<file path="config.mk">
export PLATFORM = sky130hd
export DESIGN_NAME = axi_sram_slave_flat
export DESIGN_NICKNAME = d
export VERILOG_FILES = /design/src/rtl/axi_sram_slave_if.sv /design/src/rtl/axi_sram_slave.sv /design/src/flat_wrapper.sv
export SDC_FILE = /design/constraint.sdc
export NUM_CORES = 1
export LEC_CHECK = 0
export BUFFER_PORTS_ARGS = -buffer_cell sky130_fd_sc_hd__buf_2
export CAP_MARGIN = 5
export CORE_AREA = 2 2 107 109
export CTS_CLUSTER_SIZE = 20
export DETAILED_ROUTE_END_ITERATION = 6
export DIE_AREA = 0 0 109 111
export GPL_ROUTABILITY_DRIVEN = 0
export HOLD_SLACK_MARGIN = 0.1
export PLACE_DENSITY = 0.73
export SLEW_MARGIN = 15
export SYNTH_ARGS = -nofsm -noshare
export SYNTH_HDL_FRONTEND = slang
export SYNTH_SLANG_ARGS = --single-unit
</file>
<file path="constraint.sdc">
create_clock -name aclk -period 5.95 [get_ports aclk]
set_clock_uncertainty 0.15 [all_clocks]
set_input_delay 0.8925 -clock aclk [delete_from_list [all_inputs] [get_ports aclk]]
set_output_delay 0.8925 -clock aclk [all_outputs]
set_load 0.1 [all_outputs]
</file>
<file path="src/rtl/axi_sram_slave_if.sv">
// AXI4 bus bundle between the CPU top's master port and axi_sram_slave.
// Carries the five AXI channels (ar, r, aw, w, b) and their valid/ready pairs.
// Modports:
//   master - drives ar/aw/w payloads and valids, rready, bready
//   slave  - drives arready, awready, wready, r and b payloads and valids
// Handshake rule for every channel: a beat transfers on a rising clock edge
// where valid and ready are both high; payload is meaningful only while valid
// is high, and the sender holds payload stable until that edge.
interface axi_sram_slave_if #(
  parameter int ID_W = 4
);
  logic [ID_W-1:0] arid;
  logic [31:0]     araddr;
  logic [7:0]      arlen;
  logic [2:0]      arsize;
  logic [1:0]      arburst;
  logic            arvalid;
  logic            arready;

  logic [ID_W-1:0] rid;
  logic [31:0]     rdata;
  logic [1:0]      rresp;
  logic            rlast;
  logic            rvalid;
  logic            rready;

  logic [ID_W-1:0] awid;
  logic [31:0]     awaddr;
  logic [7:0]      awlen;
  logic [2:0]      awsize;
  logic [1:0]      awburst;
  logic            awvalid;
  logic            awready;

  logic [31:0]     wdata;
  logic [3:0]      wstrb;
  logic            wlast;
  logic            wvalid;
  logic            wready;

  logic [ID_W-1:0] bid;
  logic [1:0]      bresp;
  logic            bvalid;
  logic            bready;

  modport master (
    output arid, araddr, arlen, arsize, arburst, arvalid,
    input  arready,
    input  rid, rdata, rresp, rlast, rvalid,
    output rready,
    output awid, awaddr, awlen, awsize, awburst, awvalid,
    input  awready,
    output wdata, wstrb, wlast, wvalid,
    input  wready,
    input  bid, bresp, bvalid,
    output bready
  );

  modport slave (
    input  arid, araddr, arlen, arsize, arburst, arvalid,
    output arready,
    output rid, rdata, rresp, rlast, rvalid,
    input  rready,
    input  awid, awaddr, awlen, awsize, awburst, awvalid,
    output awready,
    input  wdata, wstrb, wlast, wvalid,
    output wready,
    output bid, bresp, bvalid,
    input  bready
  );
endinterface

</file>
<file path="src/rtl/axi_sram_slave.sv">
// AXI4 slave terminating one AXI master onto a single-port, word-wide
// synchronous SRAM. One transaction at a time; reads and writes alternate
// when both are requested. FIXED/INCR/WRAP bursts up to 256 beats.
//
// Optional feature macro: AXI_SRAM_SLAVE_WRAP_EN
//   defined   - WRAP bursts wrap at (len+1)*(1<<size) bytes
//   undefined - WRAP behaves as INCR and is answered with SLVERR (like 2'b11)
//
// Ports:
//   aclk, aresetn  - clock, asynchronous active-low reset
//   axi            - AXI4 slave modport (ar/r/aw/w/b channels)
//   sram_en        - SRAM access enable (one access per cycle)
//   sram_we        - per-byte write enable (0 = read)
//   sram_addr      - SRAM word address (byte address bits [ADDR_W+1:2])
//   sram_wdata     - SRAM write data
//   sram_rdata     - SRAM read data, valid the cycle after a read enable,
//                    held until the next enable
//   dbg_state      - current FSM state (0 IDLE, 1 RD, 2 WR, 3 BRESP)
module axi_sram_slave #(
  parameter int ADDR_W = 16,
  parameter int ID_W   = 4
) (
  input  logic              aclk,
  input  logic              aresetn,
  axi_sram_slave_if.slave   axi,
  output logic              sram_en,
  output logic [3:0]        sram_we,
  output logic [ADDR_W-1:0] sram_addr,
  output logic [31:0]       sram_wdata,
  input  logic [31:0]       sram_rdata,
  output logic [1:0]        dbg_state
);

  localparam logic [1:0] BURST_FIXED = 2'b00;
`ifdef AXI_SRAM_SLAVE_WRAP_EN
  localparam logic [1:0] BURST_WRAP  = 2'b10;
`endif
  localparam logic [1:0] RESP_OKAY   = 2'b00;
  localparam logic [1:0] RESP_SLVERR = 2'b10;

  typedef enum logic [1:0] {
    S_IDLE  = 2'd0,
    S_RD    = 2'd1,
    S_WR    = 2'd2,
    S_BRESP = 2'd3
  } state_t;

  state_t          state_q, state_d;
  logic [ID_W-1:0] id_q;
  logic [31:0]     addr_q;      // current byte address of the burst
  logic [7:0]      len_q;
  logic [2:0]      size_q;
  logic [1:0]      burst_q;
  logic [7:0]      beat_q;
  logic            err_q;       // write burst error, reported in bresp
  logic            lg_write_q;  // last grant was a write

  logic            rd_pick;
  logic            wr_pick;
  logic            last_beat;
  logic [31:0]     step;
  logic [31:0]     adv_addr;
`ifdef AXI_SRAM_SLAVE_WRAP_EN
  logic [31:0]     wrap_mask;
`endif

  // Burst types answered with SLVERR. Without wrap support, WRAP joins the
  // reserved encoding as an error.
  function automatic logic burst_err(input logic [1:0] b);
`ifdef AXI_SRAM_SLAVE_WRAP_EN
    return (b == 2'b11);
`else
    return (b == 2'b11) | (b == 2'b10);
`endif
  endfunction

  // Fair arbitration: on a tie, serve the channel not served last time.
  assign rd_pick   = axi.arvalid & (~axi.awvalid | lg_write_q);
  assign wr_pick   = axi.awvalid & ~rd_pick;
  assign last_beat = (beat_q == len_q);
  assign dbg_state = state_q;

  // Next byte address within the burst.
  always_comb begin
    step     = 32'd1 << size_q;
    adv_addr = addr_q + step;
`ifdef AXI_SRAM_SLAVE_WRAP_EN
    // Wrap boundary is (len+1)*step bytes; legal WRAP lengths make it a
    // power of two, so the wrap is a mask on the low address bits.
    wrap_mask = (({24'd0, len_q} + 32'd1) << size_q) - 32'd1;
`endif
    if (burst_q == BURST_FIXED) begin
      adv_addr = addr_q;
    end
`ifdef AXI_SRAM_SLAVE_WRAP_EN
    else if (burst_q == BURST_WRAP) begin
      adv_addr = (addr_q & ~wrap_mask) | ((addr_q + step) & wrap_mask);
    end
`endif
  end

  // Next state and all outputs.
  always_comb begin
    state_d     = state_q;
    axi.arready = 1'b0;
    axi.awready = 1'b0;
    axi.rvalid  = 1'b0;
    axi.rdata   = 32'd0;
    axi.rid     = '0;
    axi.rlast   = 1'b0;
    axi.rresp   = RESP_OKAY;
    axi.wready  = 1'b0;
    axi.bvalid  = 1'b0;
    axi.bid     = '0;
    axi.bresp   = RESP_OKAY;
    sram_en     = 1'b0;
    sram_we     = 4'd0;
    sram_addr   = '0;
    sram_wdata  = 32'd0;

    case (state_q)
      S_IDLE: begin
        axi.arready = rd_pick;
        axi.awready = wr_pick;
        if (rd_pick) begin
          // First read is issued on the AR handshake so data is ready in RD.
          sram_en   = 1'b1;
          sram_addr = axi.araddr[ADDR_W+1:2];
          state_d   = S_RD;
        end else if (wr_pick) begin
          state_d = S_WR;
        end
      end

      S_RD: begin
        axi.rvalid = 1'b1;
        axi.rdata  = sram_rdata;
        axi.rid    = id_q;
        axi.rlast  = last_beat;
        axi.rresp  = burst_err(burst_q) ? RESP_SLVERR : RESP_OKAY;
        if (axi.rready) begin
          if (last_beat) begin
            state_d = S_IDLE;
          end else begin
            // Prefetch the next beat; SRAM holds rdata while stalled.
            sram_en   = 1'b1;
            sram_addr = adv_addr[ADDR_W+1:2];
          end
        end
      end

      S_WR: begin
        axi.wready = 1'b1;
        if (axi.wvalid) begin
          sram_en    = 1'b1;
          sram_we    = axi.wstrb;
          sram_wdata = axi.wdata;
          sram_addr  = addr_q[ADDR_W+1:2];
          // Burst length comes from awlen; wlast is only checked.
          if (last_beat) begin
            state_d = S_BRESP;
          end
        end
      end

      S_BRESP: begin
        axi.bvalid = 1'b1;
        axi.bid    = id_q;
        axi.bresp  = err_q ? RESP_SLVERR : RESP_OKAY;
        if (axi.bready) begin
          state_d = S_IDLE;
        end
      end

      default: state_d = S_IDLE;
    endcase
  end

  always_ff @(posedge aclk or negedge aresetn) begin
    if (!aresetn) begin
      state_q <= S_IDLE;
    end else begin
      state_q <= state_d;
    end
  end

  // Burst context registers.
  always_ff @(posedge aclk or negedge aresetn) begin
    if (!aresetn) begin
      id_q       <= '0;
      addr_q     <= 32'd0;
      len_q      <= 8'd0;
      size_q     <= 3'd0;
      burst_q    <= 2'd0;
      beat_q     <= 8'd0;
      err_q      <= 1'b0;
      lg_write_q <= 1'b1;
    end else begin
      case (state_q)
        S_IDLE: begin
          if (rd_pick) begin
            id_q    <= axi.arid;
            addr_q  <= axi.araddr;
            len_q   <= axi.arlen;
            size_q  <= axi.arsize;
            burst_q <= axi.arburst;
            beat_q  <= 8'd0;
            err_q   <= 1'b0;
          end else if (wr_pick) begin
            id_q    <= axi.awid;
            addr_q  <= axi.awaddr;
            len_q   <= axi.awlen;
            size_q  <= axi.awsize;
            burst_q <= axi.awburst;
            beat_q  <= 8'd0;
            err_q   <= burst_err(axi.awburst);
          end
        end

        S_RD: begin
          if (axi.rready) begin
            if (last_beat) begin
              lg_write_q <= 1'b0;
            end else begin
              addr_q <= adv_addr;
              beat_q <= beat_q + 8'd1;
            end
          end
        end

        S_WR: begin
          if (axi.wvalid) begin
            addr_q <= adv_addr;
            beat_q <= beat_q + 8'd1;
            if (axi.wlast != last_beat) begin
              err_q <= 1'b1;
            end
          end
        end

        S_BRESP: begin
          if (axi.bready) begin
            lg_write_q <= 1'b1;
          end
        end

        default: ;
      endcase
    end
  end

endmodule

</file>
<file path="src/flat_wrapper.sv">
// flat-port wrapper written by rule: the top's interface ports become plain ports
module axi_sram_slave_flat 
#(
  parameter int ADDR_W = 16,
  parameter int ID_W   = 4
)
  (aclk, aresetn, sram_en, sram_we, sram_addr, sram_wdata, sram_rdata, dbg_state, axi_arid, axi_araddr, axi_arlen, axi_arsize, axi_arburst, axi_arvalid, axi_arready, axi_rid, axi_rdata, axi_rresp, axi_rlast, axi_rvalid, axi_rready, axi_awid, axi_awaddr, axi_awlen, axi_awsize, axi_awburst, axi_awvalid, axi_awready, axi_wdata, axi_wstrb, axi_wlast, axi_wvalid, axi_wready, axi_bid, axi_bresp, axi_bvalid, axi_bready);
  axi_sram_slave_if #(.ID_W(ID_W)) axi_i ();
  input  logic aclk;
  input  logic aresetn;
  output logic sram_en;
  output logic [3:0] sram_we;
  output logic [ADDR_W-1:0] sram_addr;
  output logic [31:0] sram_wdata;
  input  logic [31:0] sram_rdata;
  output logic [1:0] dbg_state;
  input wire logic [$bits(axi_i.arid)-1:0] axi_arid;
  input wire logic [$bits(axi_i.araddr)-1:0] axi_araddr;
  input wire logic [$bits(axi_i.arlen)-1:0] axi_arlen;
  input wire logic [$bits(axi_i.arsize)-1:0] axi_arsize;
  input wire logic [$bits(axi_i.arburst)-1:0] axi_arburst;
  input wire logic [$bits(axi_i.arvalid)-1:0] axi_arvalid;
  output wire logic [$bits(axi_i.arready)-1:0] axi_arready;
  output wire logic [$bits(axi_i.rid)-1:0] axi_rid;
  output wire logic [$bits(axi_i.rdata)-1:0] axi_rdata;
  output wire logic [$bits(axi_i.rresp)-1:0] axi_rresp;
  output wire logic [$bits(axi_i.rlast)-1:0] axi_rlast;
  output wire logic [$bits(axi_i.rvalid)-1:0] axi_rvalid;
  input wire logic [$bits(axi_i.rready)-1:0] axi_rready;
  input wire logic [$bits(axi_i.awid)-1:0] axi_awid;
  input wire logic [$bits(axi_i.awaddr)-1:0] axi_awaddr;
  input wire logic [$bits(axi_i.awlen)-1:0] axi_awlen;
  input wire logic [$bits(axi_i.awsize)-1:0] axi_awsize;
  input wire logic [$bits(axi_i.awburst)-1:0] axi_awburst;
  input wire logic [$bits(axi_i.awvalid)-1:0] axi_awvalid;
  output wire logic [$bits(axi_i.awready)-1:0] axi_awready;
  input wire logic [$bits(axi_i.wdata)-1:0] axi_wdata;
  input wire logic [$bits(axi_i.wstrb)-1:0] axi_wstrb;
  input wire logic [$bits(axi_i.wlast)-1:0] axi_wlast;
  input wire logic [$bits(axi_i.wvalid)-1:0] axi_wvalid;
  output wire logic [$bits(axi_i.wready)-1:0] axi_wready;
  output wire logic [$bits(axi_i.bid)-1:0] axi_bid;
  output wire logic [$bits(axi_i.bresp)-1:0] axi_bresp;
  output wire logic [$bits(axi_i.bvalid)-1:0] axi_bvalid;
  input wire logic [$bits(axi_i.bready)-1:0] axi_bready;
  assign axi_i.arid = axi_arid;
  assign axi_i.araddr = axi_araddr;
  assign axi_i.arlen = axi_arlen;
  assign axi_i.arsize = axi_arsize;
  assign axi_i.arburst = axi_arburst;
  assign axi_i.arvalid = axi_arvalid;
  assign axi_arready = axi_i.arready;
  assign axi_rid = axi_i.rid;
  assign axi_rdata = axi_i.rdata;
  assign axi_rresp = axi_i.rresp;
  assign axi_rlast = axi_i.rlast;
  assign axi_rvalid = axi_i.rvalid;
  assign axi_i.rready = axi_rready;
  assign axi_i.awid = axi_awid;
  assign axi_i.awaddr = axi_awaddr;
  assign axi_i.awlen = axi_awlen;
  assign axi_i.awsize = axi_awsize;
  assign axi_i.awburst = axi_awburst;
  assign axi_i.awvalid = axi_awvalid;
  assign axi_awready = axi_i.awready;
  assign axi_i.wdata = axi_wdata;
  assign axi_i.wstrb = axi_wstrb;
  assign axi_i.wlast = axi_wlast;
  assign axi_i.wvalid = axi_wvalid;
  assign axi_wready = axi_i.wready;
  assign axi_bid = axi_i.bid;
  assign axi_bresp = axi_i.bresp;
  assign axi_bvalid = axi_i.bvalid;
  assign axi_i.bready = axi_bready;
  axi_sram_slave #(.ADDR_W(ADDR_W), .ID_W(ID_W)) u_core (.aclk(aclk), .aresetn(aresetn), .axi(axi_i), .sram_en(sram_en), .sram_we(sram_we), .sram_addr(sram_addr), .sram_wdata(sram_wdata), .sram_rdata(sram_rdata), .dbg_state(dbg_state));
endmodule
</file>
==> qor.csv, run 1 <==
stage,metric,value,unit
status,result of the run,completed,
cells_and_area,layout cell share with drive strength beyond 1,0.3514,
synth,"Top FF cell, synth",dfrtp_1,
placement,Placed Instance Area,0.005543,sq mm
clocking,number of clock sinks seen by CTS,47,
global_routing,number of global-route vias before repair,4569,
floorplanning,starting density of the core,0.3810,
synth,distinct cell type count of the synthesized netlist,60,
routing,Routed WL per cell,19.11,um
setup_path,CP Data Arrival Time,3.77,ns
routing,post-detailed-route count of antenna-violating nets,0,
sta,RSZ-0062 raised after global routing,no,
routing,number of iterations in the first detailed-routing pass,5,
sta,count of pins over their slew limit,0,
clocking,"CTS clk-pin slew, worst paths",0.07,ns
clocking,Max H-tree Level,2,
routing,mean number of vias per cell,5.401,
synth,proportion of synthesized flip-flops having asynchronous set or reset,1.000,
global_routing,wire length of the first global-routing pass,26030,um
setup_path,critical path type,reg2out,
global_routing,antenna violations before repair,0,
power,worst supply voltage drop on vdd,0.0004168,V
synth,largest area contributor in the netlist,dfrtp_1,
power,power per standard cell area,710.3,mW/mm^2
setup_path,Required @ worst endpoint,4.91,ns
sta,final hold violation count,0,
cells_and_area,"Net count, final",965,
setup_path,CP Capture Type,output port,
synth,Synth Area per Inst,7.604,sq um
cells_and_area,most frequent cells in the layout,"buf_2, nand2_1, nor2_1",
power,P_leak,3.121,nW
synth,count of flip-flops with a built-in enable after synthesis,0,
cells_and_area,number of filler cells placed in the layout,1140,
clocking,clock root buffer master,clkbuf_16,
global_routing,maximum number of pins on one net before global-route repair,48,
synth,"top cells by area, synth","dfrtp_1, and2_1, and3_1",
cells_and_area,core utilization of the finished layout,0.5163,
power,total chip power,4.062,mW
setup_path,launching element type of the critical path,register,
sta,worst slew slack as a fraction of its limit,0.2996,
clocking,cells resized by post-CTS repair,0,
placement,number of buffers added on ports,248,
routing,initial DRC count,348,
clocking,Bufs on Longest Clock Path,2,
sta,final critical path time including I/O delays and setup,4.815,ns
cells_and_area,P&R area growth vs syn,35.52,%
hold_path,type of the worst min-delay path,reg2reg,
clocking,clock latency at the later pin of the worst-skew pair,0.29,ns
synth,summed instance area of the synthesized netlist,0.004220,sq mm
cells_and_area,diode count,0,
cells_and_area,area of all placed cells without fillers,0.005719,sq mm
synth,register bit count reported by yosys,47,
synth,Synth top area share,0.2728,
global_routing,GR Util All Layers,0.2848,
cells_and_area,most common library cell in the layout ignoring fill and taps,buf_2,
routing,total wire length,17580,um
sta,final period utilization,0.8093,
floorplanning,die width,109,um
routing,via count of the routed design,4969,
floorplanning,IO Pins,279,
floorplanning,die area,0.01210,sq mm
synth,proportion of synthesized chip area in sequential cells,0.2790,
sta,Worst-Margin Slew,1.049,ns
placement,hpwl dp,13730,um
floorplanning,Std-Cell Core Area,0.01108,sq mm
job,number of max-capacitance violations reported,0,
global_routing,GRT Residual Overflow,0,
sta,Total Negative Setup Slacks,0,ns
sta,Final setup violation count,0,
setup_path,CP Max Fanout,9,
floorplanning,number of core rows,39,
routing,count of unresolved DRC violations after routing,0,
clocking,number of buffers inserted for hold repair after clock tree synthesis,0,
floorplanning,Die Height,111,um
synth,Synth Warn #,0,
clocking,Post-CTS Setup Bufs,0,
sta,FMAX,207.7,MHz
synth,number of standard cells after synthesis,555,
clocking,CTS tree,done,
clocking,TritonCTS Buffers,5,
layer usage:
| layer | track usage | wire (um) | up-vias |
|---|---|---|---|
| met5 | 0 | 0 | - |
| met4 | 0.04957 | 249 | 0 |
| met3 | 0.1382 | 2623 | 13 |
| met2 | 0.4215 | 7464 | 263 |
| met1 | 0.3803 | 7244 | 2254 |
| li1 | - | - | 2439 |
sequential cells by signal, indices dropped and copies added (netlist names):
| name | flops |
|---|---|
| u_core.lg_write_q | 1 |
| u_core.size_q | 3 |
| u_core.addr_q | 18 |
| u_core.beat_q | 8 |
| u_core.id_q | 4 |
| u_core.burst_q | 2 |
| u_core.err_q | 1 |
| u_core.len_q | 8 |
| u_core.dbg_state | 2 |
power breakdown:
part | total (mW) | internal [mW] | switching [mW]
clock network | 0.328 | 0.199 | 0.130
logic | 3.10 | 0.762 | 2.34
registers | 0.633 | 0.469 | 0.165
total | 4.06 | 1.43 | 2.63
per-stage QoR:
step	setup WS, ns	instances	hold WS [ns]
after floorplan	-0.1623	556	0.3064
after global placement	1.534	912	0.3339
after detailed placement	1.497	912	0.3432
after CTS	1.168	920	0.3583
after global routing	0.9359	920	0.3782
final	1.135	920	0.3546
final timing paths:
check                           slack (ns)                 to                start  depth (start not counted)
worst max register to register        2.73   u_core.addr_q[4]  u_core.dbg_state[0]                          9
worst min-delay path                  0.35    u_core.len_q[6]      u_core.len_q[6]                          2
min in group asynchronous             0.54  u_core.addr_q[12]              aresetn                          2
worst min register to register        0.35    u_core.len_q[6]      u_core.len_q[6]                          2
max in group asynchronous             4.65  u_core.addr_q[17]              aresetn                          2
worst max-delay path                  1.13      sram_addr[14]     u_core.size_q[1]                          8
cell families (layout without fill, tap and decap cells):
kind of cell	after synthesis	count (layout)	synth area share
AO/OA/AOI/OAI	159	159	0.2526
XOR/XNOR	16	16	0.03320
adder cells (fa/ha/maj)	15	15	0.04625
buffers and inverters	53	274	0.04980
flip-flops	47	47	0.2790
multiplexers	21	21	0.04981
other	1	2	0.0008886
AND/OR/NAND/NOR	243	243	0.2885
synth_stat cells (3+ instances only):
| cell | number |
|---|---|
| a211oi_1 | 3 |
| a21o_1 | 4 |
| a21oi_1 | 26 |
| a222oi_1 | 3 |
| a22oi_1 | 4 |
| a2bb2oi_1 | 14 |
| a31oi_1 | 7 |
| a41oi_1 | 4 |
| and2_1 | 49 |
| and3_1 | 42 |
| buf_1 | 4 |
| clkbuf_1 | 34 |
| dfrtp_1 | 46 |
| ha_1 | 14 |
| inv_1 | 9 |
| mux2i_1 | 21 |
| nand2_1 | 68 |
| nand3_1 | 11 |
| nand4_1 | 6 |
| nor2_1 | 52 |
| nor2b_1 | 3 |
| o211ai_1 | 3 |
| o21a_1 | 4 |
| o21ai_0 | 43 |
| o22ai_1 | 13 |
| o311ai_0 | 8 |
| o31ai_1 | 5 |
| xnor2_1 | 12 |
| xor2_1 | 4 |
layout make-up:
cell class	instances	area [sq um]	area share
timing repair buffer	256	1301	0.2275
clock inverter	3	43.79	0.007657
tap	143	178.9	0.03128
clock buffer	5	125.1	0.02188
sequential	47	1177	0.2059
inverter	10	37.54	0.006563
multi-input combinational	456	2855	0.4992
critical path, stage by stage, from the launching register on:
cell and delay [ns]:
dfrtp_1 0.46, or3b_2 0.54, fa_1 0.44, nor2b_1 0.18
o2111ai_1 0.16, a31oi_1 0.63, nand2_1 0.21, o311ai_1 0.37
buf_2 0.49
(Power assumes the default switching activity.)
==> run 2: changes to the inputs <==
- ABC_AREA: not set -> 1
- CORE_AREA: 2 2 107 109 -> 2 2 108 110
- DIE_AREA: 0 0 109 111 -> 0 0 110 112
- PLACE_DENSITY: 0.73 -> 0.76
- clock period: 5.95 -> 4.8 ns (I/O delays scaled with it)
==> run 2 against run 1 <==
Net effect:
- sequential cell count is the same
- sequential share of layout area down 1.5 points
- final cell count increased by 29%
- largest cell class unchanged
==> qor.csv, run 2 <==
stage,metric,value,unit
status,result of the run,completed,
cells_and_area,"Net count, final",1227,
setup_path,critical path type,reg2out,
synth,Synth Area per Inst,5.752,sq um
floorplanning,Std-Cell Core Area,0.01117,sq mm
synth,count of flip-flops with a built-in enable after synthesis,0,
power,switching pwr,3.037,mW
sta,count of pins over their slew limit,0,
cells_and_area,largest reg by FF count,u_core.addr_q,
routing,mean number of vias per cell,4.822,
routing,count of unresolved DRC violations after routing,0,
global_routing,wire length of the first global-routing pass,25220,um
routing,total wire length,16340,um
clocking,number of clock sinks seen by CTS,47,
clocking,"CTS clk-pin slew, worst paths",0.08,ns
power,P_leak,3.926,nW
power,switching power as a share of total power,0.6671,
global_routing,GRT Residual Overflow,0,
setup_path,CP Capture Type,output port,
cells_and_area,P&R area growth vs syn,32.48,%
placement,number of cells after detailed placement,1174,
clocking,Max H-tree Level,2,
sta,final hold violation count,0,
power,Clk network pwr share,0.083,
global_routing,GR Util All Layers,0.2615,
synth,most common cell in the synthesized netlist,nand2_1,
setup_path,CP Max Fanout,6,
cells_and_area,Layout Cells excl Fill,1183,
synth,Synth Warn #,0,
setup_path,Required @ worst endpoint,3.93,ns
sta,Final setup violation count,0,
cells_and_area,most common library cell in the layout ignoring fill and taps,nand2_1,
synth,number of standard cells after synthesis,809,
cells_and_area,Largest register FFs,18,
synth,proportion of synthesized flip-flops having asynchronous set or reset,1.000,
sta,final critical path time including I/O delays and setup,3.920,ns
sta,worst slew slack as a fraction of its limit,0.3829,
synth,register bit count reported by yosys,47,
clocking,TritonCTS Buffers,5,
routing,Routed WL per cell,13.81,um
synth,largest area contributor in the netlist,dfrtp_1,
floorplanning,Die Height,112,um
sta,final period utilization,0.8167,
sta,worst hold margin,0.2678,ns
placement,number of buffers added on ports,248,
power,relative contribution of combinational cells to total power,0.751,
hold_path,type of the worst min-delay path,in2async,
routing,post-detailed-route count of antenna-violating nets,0,
global_routing,maximum number of pins on one net before global-route repair,48,
synth,"Top FF cell, synth",dfrtp_1,
floorplanning,number of core rows,39,
routing,number of iterations in the first detailed-routing pass,6,
synth,proportion of synthesized chip area in sequential cells,0.2530,
clocking,Post-CTS Setup Bufs,0,
global_routing,number of global-route vias before repair,5242,
synth,distinct cell type count of the synthesized netlist,41,
clocking,cells resized by post-CTS repair,0,
cells_and_area,biggest regs,"u_core.addr_q x18, u_core.beat_q x8, u_core.len_q x8",
floorplanning,die width,110,um
global_routing,antenna violations before repair,3,
synth,Post-synth top cells,"nand2_1, inv_1, nor2_1, nand3_1, dfrtp_1",
cells_and_area,most frequent cells in the layout,"nand2_1, buf_2, inv_1",
sta,Total Negative Setup Slacks,0,ns
cells_and_area,layout cell share with drive strength beyond 1,0.2926,
synth,summed instance area of the synthesized netlist,0.004653,sq mm
setup_path,CP Data Arrival Time,3.05,ns
sta,FMAX,255.1,MHz
setup_path,launching element type of the critical path,register,
placement,hpwl dp,12590,um
power,proportion of power drawn by flip-flops and latches,0.166,
clocking,CTS tree,done,
sta,RSZ-0062 raised after global routing,no,
routing,initial DRC count,400,
cells_and_area,core utilization of the finished layout,0.5517,
power,power per standard cell area,738.5,mW/mm^2
power,worst supply voltage drop on vdd,0.0004652,V
clocking,number of buffers inserted for hold repair after clock tree synthesis,0,
sta,Worst-Margin Slew,0.9247,ns
clocking,clock root buffer master,clkbuf_16,
clocking,Bufs on Longest Clock Path,2,
clocking,clock latency at the later pin of the worst-skew pair,0.30,ns
floorplanning,starting density of the core,0.4164,
synth,"top cells by area, synth","dfrtp_1, nand2_1, inv_1",
routing,via count of the routed design,5704,
job,number of max-capacitance violations reported,0,
floorplanning,die area,0.01232,sq mm
floorplanning,IO Pins,279,
power,cell internal pwr,1.515,mW
synth,Synth top area share,0.2474,
==> run 2: final cells by class <==
cell class | instances | area (sq um)
fill | 1149 | 5010
multi-input combinational | 569 | 2760
timing repair buffer | 254 | 1289
sequential | 47 | 1177
inverter | 161 | 604.3
tap | 143 | 178.9
clock buffer | 5 | 125.1
clock inverter | 3 | 27.53
antenna | 1 | 2.502
==> run 2: power groups by stage <==
stage               Sequential, mW  Clock (mW)  Combinational [mW]
floorplan                    0.763           0                2.80
global placement             0.754           0                3.38
detailed placement           0.756           0                3.41
CTS                          0.751       0.383                3.42
global route                 0.784       0.401                3.69
finish                       0.757       0.379                3.42
==> run 2: critical path, cell delays in order (launching register included) <==
cell and delay, ns:
dfrtp_1 0.44, nor3_1 0.21, ha_1 0.23, inv_1 0.07, fa_1 0.42, inv_1 0.12
nand3_1 0.07, nand2_1 0.10, nand2_1 0.07, nand2_1 0.17, nand2_1 0.08, nand2_1 0.06
nand2_1 0.06, nor2_1 0.09, nor2_1 0.08, nor2_2 0.08, buf_2 0.42
==> run 2: routing by layer <==
metal  share of wire  track usage  vias up
met5         0.00080            0        -
li1                -            -     2937
met3           0.069      0.04508       22
met4           0.023      0.07173        2
met2            0.49       0.4544      230
met1            0.42       0.3293     2513
==> run 2: path summary, 6_finish.rpt <==
check / cells past startpoint / end / slack (ns) / startpoint
max: 16 / sram_addr[14] / 0.88 / u_core.size_q[0]
min: 1 / u_core.addr_q[5] / 0.27 / aresetn
max reg2reg: 9 / u_core.addr_q[2] / 2.05 / u_core.lg_write_q
min reg2reg: 2 / u_core.lg_write_q / 0.32 / u_core.lg_write_q
max in group asynchronous: 1 / u_core.id_q[0] / 3.78 / aresetn
min in group aclk: 2 / u_core.lg_write_q / 0.32 / u_core.lg_write_q
==> run 2: metrics by stage <==
step	instance area, sq um	power, mW	setup slack, ns
finish	6165	4.552	0.8798
global route	6165	4.872	0.6071
CTS	6160	4.559	0.9021
detailed placement	6007	4.167	1.077
global placement	6007	4.134	1.125
floorplan	4717	3.561	-0.1269
==> run 2: kinds of logic after synthesis <==
group	synth area share
and+or+nand+nor	0.3969
buffers and inverters	0.1681
AOI/OAI and AO/OA	0.1205
DFF	0.2530
adders and majority gates	0.04195
xor gates and xnor gates	0.01882
other	0.0008059
